File: src/rtl/arb_req_client_if.sv
// Bundled producer, arbiter and bus signals for arb_req_client.
// Optional grant_count signal present when ARB_REQ_CLIENT_GRANT_CNT_EN is defined.
interface arb_req_client_if #(
    parameter int DataWidth = 32
);
    logic                 in_valid;
    logic [DataWidth-1:0] in_data;
    logic                 in_ready;
    logic                 req_out;
    logic                 grant_in;
    logic                 bus_valid;
    logic [DataWidth-1:0] bus_data;
    logic                 starve_out;
    logic                 spurious_grant;
`ifdef ARB_REQ_CLIENT_GRANT_CNT_EN
    logic [15:0]          grant_count;
`endif

    modport master (
        output in_valid, in_data, grant_in,
        input  in_ready, req_out, bus_valid, bus_data, starve_out, spurious_grant
`ifdef ARB_REQ_CLIENT_GRANT_CNT_EN
        , input grant_count
`endif
    );

    modport slave (
        input  in_valid, in_data, grant_in,
        output in_ready, req_out, bus_valid, bus_data, starve_out, spurious_grant
`ifdef ARB_REQ_CLIENT_GRANT_CNT_EN
        , output grant_count
`endif
    );
endinterface

File: src/rtl/arb_req_client.sv
// Requester endpoint for round-robin req/grant arbiters: FIFO, request FSM, starvation flag.
// Define ARB_REQ_CLIENT_GRANT_CNT_EN to add a 16-bit wrapping accepted-grant counter.
module arb_req_client #(
    parameter int DataWidth   = 32,
    parameter int Depth       = 4,
    parameter int WaitWidth   = 8,
    parameter int StarveLimit = 16
) (
    input  logic                 clk,
    input  logic                 rst,
    arb_req_client_if.slave      bus
);
    localparam int PW = $clog2(Depth);
    localparam int CW = $clog2(Depth) + 1;
    localparam logic [CW-1:0]        DEPTH_C = CW'(Depth);
    localparam logic [WaitWidth-1:0] LIMIT_C = WaitWidth'(StarveLimit);

    typedef enum logic {IDLE, REQ} state_t;

    state_t               r_state;
    logic [DataWidth-1:0] r_mem [Depth];
    logic [PW-1:0]        r_wr_ptr;
    logic [PW-1:0]        r_rd_ptr;
    logic [CW-1:0]        r_count;
    logic [WaitWidth-1:0] r_wait;
    logic                 r_bus_valid;
    logic [DataWidth-1:0] r_bus_data;
    logic                 r_starve;
    logic                 r_spurious;

    logic                 w_push;
    logic                 w_grant;
    logic [CW-1:0]        w_count_next;
    logic [WaitWidth-1:0] w_wait_next;

    // Full blocks pushes outright, even when a pop lands in the same cycle.
    assign bus.in_ready = (r_count < DEPTH_C);
    assign w_push       = bus.in_valid && bus.in_ready;
    assign w_grant      = (r_state == REQ) && bus.grant_in;
    assign w_count_next = r_count + CW'(w_push) - CW'(w_grant);

    always_comb begin
        w_wait_next = '0;
        if (r_state == REQ && !w_grant) begin
            w_wait_next = (r_wait == '1) ? r_wait : r_wait + 1'b1;
        end
    end

    always_ff @(posedge clk) begin
        if (w_push) begin
            r_mem[r_wr_ptr] <= bus.in_data;
        end
    end

    always_ff @(posedge clk or posedge rst) begin
        if (rst) begin
            r_state     <= IDLE;
            r_wr_ptr    <= '0;
            r_rd_ptr    <= '0;
            r_count     <= '0;
            r_wait      <= '0;
            r_bus_valid <= 1'b0;
            r_bus_data  <= '0;
            r_starve    <= 1'b0;
            r_spurious  <= 1'b0;
        end else begin
            r_count     <= w_count_next;
            r_wait      <= w_wait_next;
            r_starve    <= (w_wait_next >= LIMIT_C);
            r_bus_valid <= w_grant;
            r_spurious  <= bus.grant_in && (r_state != REQ);
            if (w_push) begin
                r_wr_ptr <= r_wr_ptr + 1'b1;
            end
            if (w_grant) begin
                r_bus_data <= r_mem[r_rd_ptr];
                r_rd_ptr   <= r_rd_ptr + 1'b1;
            end
            case (r_state)
                IDLE: if (r_count != '0) r_state <= REQ;
                REQ:  if (w_grant && w_count_next == '0) r_state <= IDLE;
                default: r_state <= IDLE;
            endcase
        end
    end

    assign bus.req_out        = (r_state == REQ);
    assign bus.bus_valid      = r_bus_valid;
    assign bus.bus_data       = r_bus_data;
    assign bus.starve_out     = r_starve;
    assign bus.spurious_grant = r_spurious;

`ifdef ARB_REQ_CLIENT_GRANT_CNT_EN
    logic [15:0] r_grant_cnt;

    always_ff @(posedge clk or posedge rst) begin
        if (rst) begin
            r_grant_cnt <= '0;
        end else if (w_grant) begin
            r_grant_cnt <= r_grant_cnt + 16'd1;
        end
    end

    assign bus.grant_count = r_grant_cnt;
`endif
endmodule

File: src/flat_wrapper.sv
// flat-port wrapper written by rule: the top's interface ports become plain ports
module arb_req_client_flat 
#(
    parameter int DataWidth   = 32,
    parameter int Depth       = 4,
    parameter int WaitWidth   = 8,
    parameter int StarveLimit = 16
)
  (clk, rst, bus_in_valid, bus_in_data, bus_grant_in, bus_in_ready, bus_req_out, bus_bus_valid, bus_bus_data, bus_starve_out, bus_spurious_grant);
  arb_req_client_if #(.DataWidth(DataWidth)) bus_i ();
  input  logic clk;
  input  logic rst;
  input wire logic [$bits(bus_i.in_valid)-1:0] bus_in_valid;
  input wire logic [$bits(bus_i.in_data)-1:0] bus_in_data;
  input wire logic [$bits(bus_i.grant_in)-1:0] bus_grant_in;
  output wire logic [$bits(bus_i.in_ready)-1:0] bus_in_ready;
  output wire logic [$bits(bus_i.req_out)-1:0] bus_req_out;
  output wire logic [$bits(bus_i.bus_valid)-1:0] bus_bus_valid;
  output wire logic [$bits(bus_i.bus_data)-1:0] bus_bus_data;
  output wire logic [$bits(bus_i.starve_out)-1:0] bus_starve_out;
  output wire logic [$bits(bus_i.spurious_grant)-1:0] bus_spurious_grant;
  assign bus_i.in_valid = bus_in_valid;
  assign bus_i.in_data = bus_in_data;
  assign bus_i.grant_in = bus_grant_in;
  assign bus_in_ready = bus_i.in_ready;
  assign bus_req_out = bus_i.req_out;
  assign bus_bus_valid = bus_i.bus_valid;
  assign bus_bus_data = bus_i.bus_data;
  assign bus_starve_out = bus_i.starve_out;
  assign bus_spurious_grant = bus_i.spurious_grant;
  arb_req_client #(.DataWidth(DataWidth), .Depth(Depth), .WaitWidth(WaitWidth), .StarveLimit(StarveLimit)) u_core (.clk(clk), .rst(rst), .bus(bus_i));
endmodule
File: config.mk
export PLATFORM = sky130hd
export DESIGN_NAME = arb_req_client_flat
export DESIGN_NICKNAME = d
export VERILOG_FILES = /design/src/rtl/arb_req_client_if.sv /design/src/rtl/arb_req_client.sv /design/src/flat_wrapper.sv
export SDC_FILE = /design/constraint.sdc
export NUM_CORES = 1
export LEC_CHECK = 0
export CORE_MARGIN = 2
export CORE_UTILIZATION = 25
export DETAILED_ROUTE_END_ITERATION = 6
export PLACE_DENSITY_LB_ADDON = 0.05
export SETUP_SLACK_MARGIN = 0.2
export SLEW_MARGIN = 20
export SYNTH_ARGS = -nofsm -noshare
export SYNTH_HDL_FRONTEND = slang
export SYNTH_SLANG_ARGS = --single-unit
File: constraint.sdc
create_clock -name clk -period 1.85 [get_ports clk]
set_input_delay 0.555 -clock clk [delete_from_list [all_inputs] [get_ports clk]]
set_output_delay 0.555 -clock clk [all_outputs]
set_load 0.02 [all_outputs]
==> parameters.txt <==
Parameter                              Value

Worst setup path
  Count of buffer and inverter cells on the critical path    5
  Critical path capture point type    output port
  Most repeated library cell on the critical path    sky130_fd_sc_hd__buf_6
  Data required time of the critical path    between 1000 and 1500 ps
  Cells along the critical path    buf_4 > buf_6 > buf_6 > buf_6 > buf_6
  Nature of the critical path startpoint    flop
  Maximum cell stage delay along the critical path    390 ps
  Master of the slowest instance on the critical path    sky130_fd_sc_hd__dfrtp_1
  Internal reg-to-reg setup slack    -70 ps
  Largest fanout of any net on the critical path    4
  Worst endpoint data arrival time    1380 ps
  Path depth of the worst reg2reg path    8
  Worst flop-to-flop path endpoint    u_core.bus.req_out
  Setup CP Type    flop to output port
  Startpoint of the worst register-to-register path    u_core.bus.req_out
  Gate family responsible for the most delay along the worst path    buffers and inverters

CTS
  Root buffer cell    sky130_fd_sc_hd__clkbuf_16
  Clock Path Buffers    2
  Hold_buf cts    0
  TritonCTS buffer count    17
  Clock latency on the worst-skew pair    between 400 and 500 ps
  TritonCTS clock tree    yes
  Clock net sink count    179
  Clock slew at reported path FFs    70 ps
  H-tree depth    4

STA
  Min setup slack post-route    -88.3 ps
  Total setup violations reported at the end of the flow    2
  Fin crit period    between 1500 and 2000 ps
  Unrepaired setup endpoints after global routing    yes
  Worst slew margin relative to its limit    0.763
  Setup clock skew after layout    13.6 ps
  Setup TNS    -161 ps
  Final clock period utilization by the worst path    1.05
  Slew Limit Fails    0
  Maximum clock rate    just over 500 MHz
  Slew @ Worst Pin    between 300 and 400 ps
  Hold Fails Final Rpt    0

Floorplanning
  Die extent in y    168 um
  Die width    approximately 170 um
  Core Rows    60
  Top Ports    73
  Initial core utilization    0.252
  Floorplan die area    0.0282 mm2
  Area of the core region    between 0.02 and 0.03 mm2

Worst hold path
  Class of the tightest hold or removal check    flop to flop
  Hold path endpoint    u_core.bus.bus_data[10]
  Hold Crit Depth    1
  Worst hold start    u_core.bus.bus_data[10]

Routing
  Sum of routed wire length over all layers    between 10000 and 15000 um
  Avg Vias per Cell    between 4 and 5
  First-pass iteration count of the detailed router    6
  Via count    approximately 3300
  Remaining antenna violation count after routing    0
  Number of DRC violations after detailed-routing iteration 0    roughly 140
  Post-route DRC    0
  Average wire per standard cell    ~18 um

Logic synthesis
  Number of instances in the synthesized netlist    between 300 and 400
  Async set or reset register ratio after synthesis    0.285
  Top cells by area, synth    sky130_fd_sc_hd__edfxtp_1 (57%), sky130_fd_sc_hd__dfrtp_1 (19%), sky130_fd_sc_hd__mux4_2 (11%)
  Post-synth EDFFs    ~130
  Warnings from Yosys    0
  Post-synthesis area per instance    around 21 um2
  Total nets after synthesis    between 300 and 400
  FF+latch count, synth    179
  Post-synth top area share    0.572
  Yosys top cell by area    sky130_fd_sc_hd__edfxtp_1
  Primary FF master, synth    sky130_fd_sc_hd__edfxtp_1
  Seq/Total Area, Yosys    0.761
  Netlist area before placement    0.00673 mm2
  Number of distinct library cells after synthesis    36

Power
  Pleak    about 0.0031 uW
  Cell area power density    roughly 1500 mW/mm2
  Maximum ir drop on the vdd rail    approximately 0.74 mV

Final layout
  Share of final-layout standard cells stronger than drive strength 1    0.431
  Register area    about 0.0051 mm2
  Area of the multi-input gates    ~0.0016 mm2
  Number of standard cells in the layout, taps in and fillers out    796
  Number of inserted diodes    0
  Filler cell count    roughly 2500
  Nets@finish    485
  Area growth from synthesis to layout    30.8%

GRT
  Largest net degree at the start of global routing    between 50 and 60
  Sum of overflow across all layers after global routing    0
  Aggregate global-route resource usage    0.109
  Wire length of the first global-routing pass    between 20000 and 25000 um
  Number of global-route vias before repair    about 3700
  Number of antenna violations at the first check in global routing    0

Place
  Placed cells    between 700 and 800
  Detailed placement HPWL    8570 um
  Number of port buffers    72
  Routability cong.    0.650

Run
  Max-cap violations    0

Run status
  Result of the run    finished with violations
  Failing checks    setup timing
## synth_stat cells (2+ instances only)
master,instances
sky130_fd_sc_hd__a21oi_1,2
sky130_fd_sc_hd__and2_1,4
sky130_fd_sc_hd__buf_1,3
sky130_fd_sc_hd__buf_2,4
sky130_fd_sc_hd__clkbuf_1,5
sky130_fd_sc_hd__dfrtp_1,51
sky130_fd_sc_hd__edfxtp_1,128
sky130_fd_sc_hd__ha_1,6
sky130_fd_sc_hd__inv_1,7
sky130_fd_sc_hd__mux2_2,32
sky130_fd_sc_hd__mux4_2,32
sky130_fd_sc_hd__nand2_1,6
sky130_fd_sc_hd__nor2_1,10
sky130_fd_sc_hd__nor2b_1,2
sky130_fd_sc_hd__nor3_1,4
sky130_fd_sc_hd__or4_1,2
sky130_fd_sc_hd__xnor2_1,6
## metal layers
layer / GRT usage / vias to the layer above / part of all wire
li1: - / 1510 / -
met1: 0.138 / 1758 / 0.46
met2: 0.183 / 56 / 0.50
met3: 0.0261 / 10 / 0.027
met4: 0.0352 / 0 / 0.010
met5: 0 / - / 0
## state kept, by name, summed over array words and instances, names as in the netlist
| name | flops |
|---|---|
| u_core.r_wait | 8 |
| u_core.bus.spurious_grant | 1 |
| u_core.bus.bus_valid | 1 |
| u_core.r_count | 3 |
| u_core.r_mem | 128 |
| u_core.r_rd_ptr | 2 |
| u_core.bus.starve_out | 1 |
| u_core.bus.req_out | 1 |
| u_core.bus.bus_data | 32 |
| u_core.r_wr_ptr | 2 |
## power by group
part	internal (uW)	total, uW	switching, uW
Combinational	2140	4150	2000
Clock	1910	3540	1630
Sequential	5210	5590	373
Total	9260	13300	4010
## layout by cell type (no fill, tap or decap), types with 2 or more instances in the layout
cell type and count:
sky130_fd_sc_hd__and2_2 4, sky130_fd_sc_hd__buf_12 12, sky130_fd_sc_hd__buf_2 27, sky130_fd_sc_hd__buf_4 24
sky130_fd_sc_hd__buf_6 7, sky130_fd_sc_hd__clkbuf_16 17, sky130_fd_sc_hd__clkdlybuf4s15_2 7, sky130_fd_sc_hd__clkdlybuf4s50_1 33
sky130_fd_sc_hd__clkinvlp_4 4, sky130_fd_sc_hd__dfrtp_1 49, sky130_fd_sc_hd__dfrtp_2 2, sky130_fd_sc_hd__dlygate4sd2_1 2
sky130_fd_sc_hd__edfxtp_1 128, sky130_fd_sc_hd__ha_1 4, sky130_fd_sc_hd__inv_1 4, sky130_fd_sc_hd__inv_2 3
sky130_fd_sc_hd__inv_6 5, sky130_fd_sc_hd__inv_8 3, sky130_fd_sc_hd__mux2_2 32, sky130_fd_sc_hd__mux4_2 32
sky130_fd_sc_hd__nand2_1 5, sky130_fd_sc_hd__nor2_1 10, sky130_fd_sc_hd__nor3_1 4, sky130_fd_sc_hd__or4_1 2
sky130_fd_sc_hd__xnor2_1 3, sky130_fd_sc_hd__xnor2_2 3
## cells by family after synthesis
group | share of synthesized area
XOR/XNOR | 0.00912
adder cells (fa/ha/maj) | 0.0141
AO/OA/AOI/OAI | 0.00819
buffers and inverters | 0.0136
multiplexers | 0.164
flip-flops | 0.761
AND/OR/NAND/NOR | 0.0292
## worst max-delay path by stage
| stage | start | to | slack [ps] | cells past startpoint |
|---|---|---|---|---|
| 5_1_grt | u_core.bus.req_out | u_core.bus.req_out | -140 | 8 |
| 3_5_place_dp | bus_grant_in | u_core.bus.req_out | -780 | 9 |
| 3_3_place_gp | bus_grant_in | u_core.bus.req_out | -720 | 9 |
| 2_1_floorplan | bus_in_valid | u_core.bus.req_out | -210 | 8 |
| 4_1_cts | u_core.bus.req_out | u_core.bus.req_out | -40 | 8 |
| 6_report | u_core.bus.req_out | bus_req_out | -90 | 5 |
## cell type report
type                            instances  area share
Clock buffer                           18      0.0488
Timing Repair Buffer                  113       0.121
Tap cell                              341      0.0485
Sequential cell                       179       0.582
Multi-Input combinational cell        123       0.179
Inverter                                8     0.00384
Clock inverter                         14      0.0164
## stage by stage
stage	utilization	total power (uW)	area, um2	hold WS, ps	worst slack [ps]
2_1_floorplan	-	8040	6760	502	-213
3_3_place_gp	0.308	9910	8200	489	-724
3_5_place_dp	0.308	9940	8200	495	-779
4_1_cts	0.333	13600	8870	512	-39.8
5_1_grt	0.330	14000	8800	521	-139
6_report	0.330	13300	8800	504	-88.3
## what timing repair did
action                     in CTS  in global routing
resized for setup             141                 21
setup buffers                  10                  3
pin swaps                       9                  5
setup endpoints to repair     180                 23
Power figures use the tool's default switching activity.
